**config.mk**
```make
export PLATFORM = sky130hd
export DESIGN_NAME = if_stage
export DESIGN_NICKNAME = d
export VERILOG_FILES = /design/src/rtl/if_stage.sv
export SDC_FILE = /design/constraint.sdc
export NUM_CORES = 1
export LEC_CHECK = 0
export CAP_MARGIN = 25
export CORE_MARGIN = 1
export CORE_UTILIZATION = 40
export DETAILED_ROUTE_END_ITERATION = 10
export PLACE_DENSITY = 0.64
export SYNTH_ARGS = -nofsm -noshare
export SYNTH_HDL_FRONTEND = slang
export SYNTH_SLANG_ARGS = --single-unit
```
**constraint.sdc**
```tcl
create_clock -name clk -period 5.1 [get_ports clk]
set_input_delay 0.51 -clock clk [delete_from_list [all_inputs] [get_ports clk]]
set_output_delay 0.51 -clock clk [all_outputs]
set_load 0.02 [all_outputs]
```
**src/rtl/if_stage.sv**
```systemverilog
// Instruction fetch stage: PC register, imem req/ready handshake, IF/ID pipeline register.
// Latency: one cycle from imem_ready to IF/ID with a zero-wait memory; a stalled response waits in a one-entry buffer.
// Backpressure: stall freezes PC and IF/ID; redirect overrides stall, and a pending request is drained before the new fetch.
module if_stage #(
    parameter logic [31:0] RESET_PC = 32'h0000_0000,
    parameter int unsigned PC_STEP  = 4
) (
    input  logic        clk,
    input  logic        rst_n,
    input  logic        stall,
    input  logic        branch_taken,
    input  logic [31:0] branch_target,
    input  logic        jump,
    input  logic [31:0] jump_target,
    output logic        imem_req,
    output logic [31:0] imem_addr,
    input  logic        imem_ready,
    input  logic [31:0] imem_rdata,
    output logic [31:0] if_instr,
    output logic [31:0] if_pc4,
    output logic        if_valid,
    output logic [5:0]  opcode
);

    localparam logic [31:0] STEP = 32'(PC_STEP);

    typedef enum logic [1:0] {FETCH, HOLD, DRAIN} state_t;

    state_t      state, state_nxt;
    logic [31:0] pc, pc_nxt;
    logic [31:0] drain_addr, drain_addr_nxt;
    logic [31:0] buffer, buffer_nxt;
    logic [31:0] if_instr_nxt, if_pc4_nxt;
    logic        if_valid_nxt;
    logic        redirect;
    logic [31:0] target;
    logic [31:0] pc_inc;

    assign redirect = branch_taken | jump;
    assign target   = branch_taken ? branch_target : jump_target;
    assign pc_inc   = pc + STEP;

    // Gated with rst_n so the request drops the instant reset asserts.
    assign imem_req  = rst_n & (state != HOLD);
    assign imem_addr = (state == DRAIN) ? drain_addr : pc;
    assign opcode    = if_instr[31:26];

    always_comb begin
        state_nxt      = state;
        pc_nxt         = pc;
        drain_addr_nxt = drain_addr;
        buffer_nxt     = buffer;
        if_instr_nxt   = if_instr;
        if_pc4_nxt     = if_pc4;
        if_valid_nxt   = if_valid;
        case (state)
            FETCH: begin
                if (redirect) begin
                    pc_nxt       = target;
                    if_valid_nxt = 1'b0;
                    if_instr_nxt = 32'h0;
                    if (!imem_ready) begin
                        drain_addr_nxt = pc;
                        state_nxt      = DRAIN;
                    end
                end else if (imem_ready) begin
                    if (stall) begin
                        buffer_nxt = imem_rdata;
                        state_nxt  = HOLD;
                    end else begin
                        if_instr_nxt = imem_rdata;
                        if_pc4_nxt   = pc_inc;
                        if_valid_nxt = 1'b1;
                        pc_nxt       = pc_inc;
                    end
                end else if (!stall) begin
                    if_valid_nxt = 1'b0;
                end
            end
            HOLD: begin
                if (redirect) begin
                    pc_nxt       = target;
                    buffer_nxt   = 32'h0;
                    if_valid_nxt = 1'b0;
                    state_nxt    = FETCH;
                end else if (!stall) begin
                    if_instr_nxt = buffer;
                    if_pc4_nxt   = pc_inc;
                    if_valid_nxt = 1'b1;
                    pc_nxt       = pc_inc;
                    state_nxt    = FETCH;
                end
            end
            DRAIN: begin
                // The stale response is discarded; only the newest target survives.
                if (redirect) pc_nxt = target;
                if (imem_ready) state_nxt = FETCH;
            end
            default: state_nxt = FETCH;
        endcase
    end

    always_ff @(posedge clk or negedge rst_n) begin
        if (!rst_n) begin
            state      <= FETCH;
            pc         <= RESET_PC;
            drain_addr <= 32'h0;
            buffer     <= 32'h0;
            if_instr   <= 32'h0;
            if_pc4     <= 32'h0;
            if_valid   <= 1'b0;
        end else begin
            state      <= state_nxt;
            pc         <= pc_nxt;
            drain_addr <= drain_addr_nxt;
            buffer     <= buffer_nxt;
            if_instr   <= if_instr_nxt;
            if_pc4     <= if_pc4_nxt;
            if_valid   <= if_valid_nxt;
        end
    end

endmodule
```
==> qor.yml <==
run_status:
  status: "complete, no violations"
clock_network:
  cts.sinks: 163
  root_buffer: "clkbuf_16"
  clockBufferDepth: 2
  postCtsSetupRepairBufs: 0
  clkTransAtPathRegs_ps: 60
  cts-htree-levels: 4
  clk_latency_ps: 420
  numCtsBuffers: 17
  ctsHoldBuffers: 0
  cts_tree: "done"
  post_cts_resized: 0
power:
  power_mw: 4.33
  p_leak_nw: 4.76
  power.internal_mw: 2.94
  netSwitchingFraction_pct: 32.0
  p_per_area_mw_per_mm2: 389
  clkPwrFrac_pct: 27.6
  p_switching_mw: 1.39
  ir_drop_mv: 0.206
  combPwrFrac_pct: 30.6
  power_frac_seq_pct: 41.8
global_routing:
  antenna_found_initial: 0
  grt.total_usage_pct: 21.9
  grt_first_pass_wirelength_um: 37000
  grt_max_degree: 65
  grt_overflow: 0
  grt_pass1_vias: 6595
route:
  wl_per_cell_um: 17.4
  firstDrtPassIters: 4
  viasPerCell: 5.26
  dr.first_iter.drc_count: 423
  totalWireLength_um: 22500
  vias: 6810
  drtAntennaViolNets: 0
  drc: 0
placed_design:
  dp_hpwl_um: 15300
  port-buffer-count: 205
  gp_congestion: 0.783
timing:
  rsz0062_at_grt: "no"
  setup_tns_ps: 0
  clock-skew-final_ps: 7.77
  maxSlewViolCount: 0
  finalHoldWorstSlack_ps: 28.7
  fin_crit_sh_pct: 63.0
  max_freq_mhz: 311
  min_period_ps: 3210
  finalSetupViolations: 0
  worstMarginPinSlew_ps: 1040
  hold_violations: 0
  max-slew-margin-rel_pct: 30.4
critical_path:
  cp_cell_sequence: "nor2b_4, buf_16, mux2_2, clkdlybuf4s50_1"
  slowest_stage: "nor2b_4"
  critPathArrivalTime_ps: 2700
  start_kind: "flip-flop"
  end_kind: "primary output"
  path_max_fanout: 20
  crit_type: "reg2out"
  required_ps: 4590
  cp_slowest_stage_delay_ps: 610
min_path:
  holdCritPathClass: "in2async"
finish:
  area_delta_synth_final_pct: 32.9
  drive_gt1_share_pct: 13.4
  diodes: 0
  fin_nets: 1116
synthesis:
  ys.flop_type: "dfrtp_1"
  synth_area_leaders: "dfrtp_1 49%, mux2_2 6.2%, nand2_1 5.9%"
  synth_cells: 848
  synth-edff-count: 0
  yosysUniqueCellTypes: 59
  avgSynthCellArea_sq_um: 9.89
  synth_top_area_share_pct: 48.6
  ys_warn_count: 0
  yosysTopAreaCell: "dfrtp_1"
  syn-cell-area_sq_mm: 0.00839
  syn-num-nets: 951
  yosysSeqAreaShare_pct: 48.6
  yosysMostFrequentCell: "dfrtp_1"
  synthTopCellsByCount: "163 x dfrtp_1, 131 x nand2_1, 65 x a21oi_1"
  async_reset_ff_share_pct: 100
  ys_ff_latch: 163
run:
  drv_cap: 0
die:
  fp.dieW_um: 147
  pin_count: 206
  start_util_pct: 41.1
  coreArea_sq_mm: 0.0204
  die_h_um: 147
  die_area_sq_mm: 0.0216
  num_rows: 52
registers in the layout, summed over array words and instances, names as in the netlist:
signal / cells
state: 2
pc: 32
drain_addr: 32
if_instr: 32
if_pc4: 32
buffer: 32
if_valid: 1
metal layers:
metal  share of wire (%)  track usage (%)  vias to the layer above
li1                    -                -                     3318
met1                  48             31.7                     3284
met2                  46             32.9                      186
met3                 4.3             3.57                       22
met4                 1.8             7.92                        0
met5                   0                0                        -
area by class of cell:
class	instances	area, sq um
Clock buffer	21	450
Clock inverter	9	83.8
Fill cell	1892	9280
Inverter	6	22.5
Multi-Input combinational cell	603	3950
Sequential cell	163	4080
Tap cell	270	338
Timing Repair Buffer	222	2230
cell usage in the layout (no fill, tap or decap), types with 14 or more instances in the layout:
cell type	instances
dfrtp_1	163
mux2_2	46
nand2_1	131
xor2_1	17
clkdlybuf4s50_1	203
mux2i_1	18
buf_4	14
a21oi_1	63
o21ai_0	51
a22oi_1	34
nor2_1	50
clkbuf_16	17
mux2_4	24
nand3_1	46
metrics by stage:
step,util [%],worst slack (ps),instances,cell area [sq um]
final,54.6,1890,1294,11100
after detailed placement,51.9,1890,1263,10600
after global placement,51.5,1940,1260,10500
after CTS,54.5,1840,1293,11100
after global routing,54.6,1750,1294,11100
after floorplan,-,2920,848,8390
critical path, delay by kind of cell, from the launching register on:
family / cells / cell delay, ps
buf+inv: 2 / 820
simple gates: 1 / 610
flops: 1 / 510
mux: 1 / 340
cells by family after synthesis:
group                      count (synthesis)  share of synthesized area [%]
adders and majority gates                  1                          0.149
DFF                                      163                           48.6
and+or+nand+nor                          290                           16.8
xor gates and xnor gates                  27                           2.82
buffers and inverters                     82                           4.74
AOI/OAI and AO/OA                        197                           14.3
muxes                                     88                           12.6
path summary, 6_finish.rpt:
| kind | end | from | depth (start not counted) | slack (ps) |
|---|---|---|---|---|
| worst max-delay path | imem_addr[30] | state[1] | 4 | 1890 |
| worst min-delay path | drain_addr[13] | rst_n | 1 | 30 |
| worst max register to register | pc[4] | state[1] | 7 | 2440 |
| worst min register to register | buffer[30] | buffer[30] | 2 | 470 |
| max in group asynchronous | if_instr[22] | rst_n | 2 | 3900 |
| min in group clk | buffer[30] | buffer[30] | 2 | 470 |
power groups by stage:
| stage | Combinational, mW | Sequential [mW] | Clock, mW |
|---|---|---|---|
| final | 1.33 | 1.81 | 1.19 |
| after floorplan | 0.659 | 1.89 | 0 |
| after global routing | 1.43 | 1.86 | 1.27 |
| after CTS | 1.34 | 1.81 | 1.22 |
| after global placement | 1.31 | 1.82 | 0 |
| after detailed placement | 1.34 | 1.83 | 0 |
No activity file was read; power rests on OpenSTA's default activity.
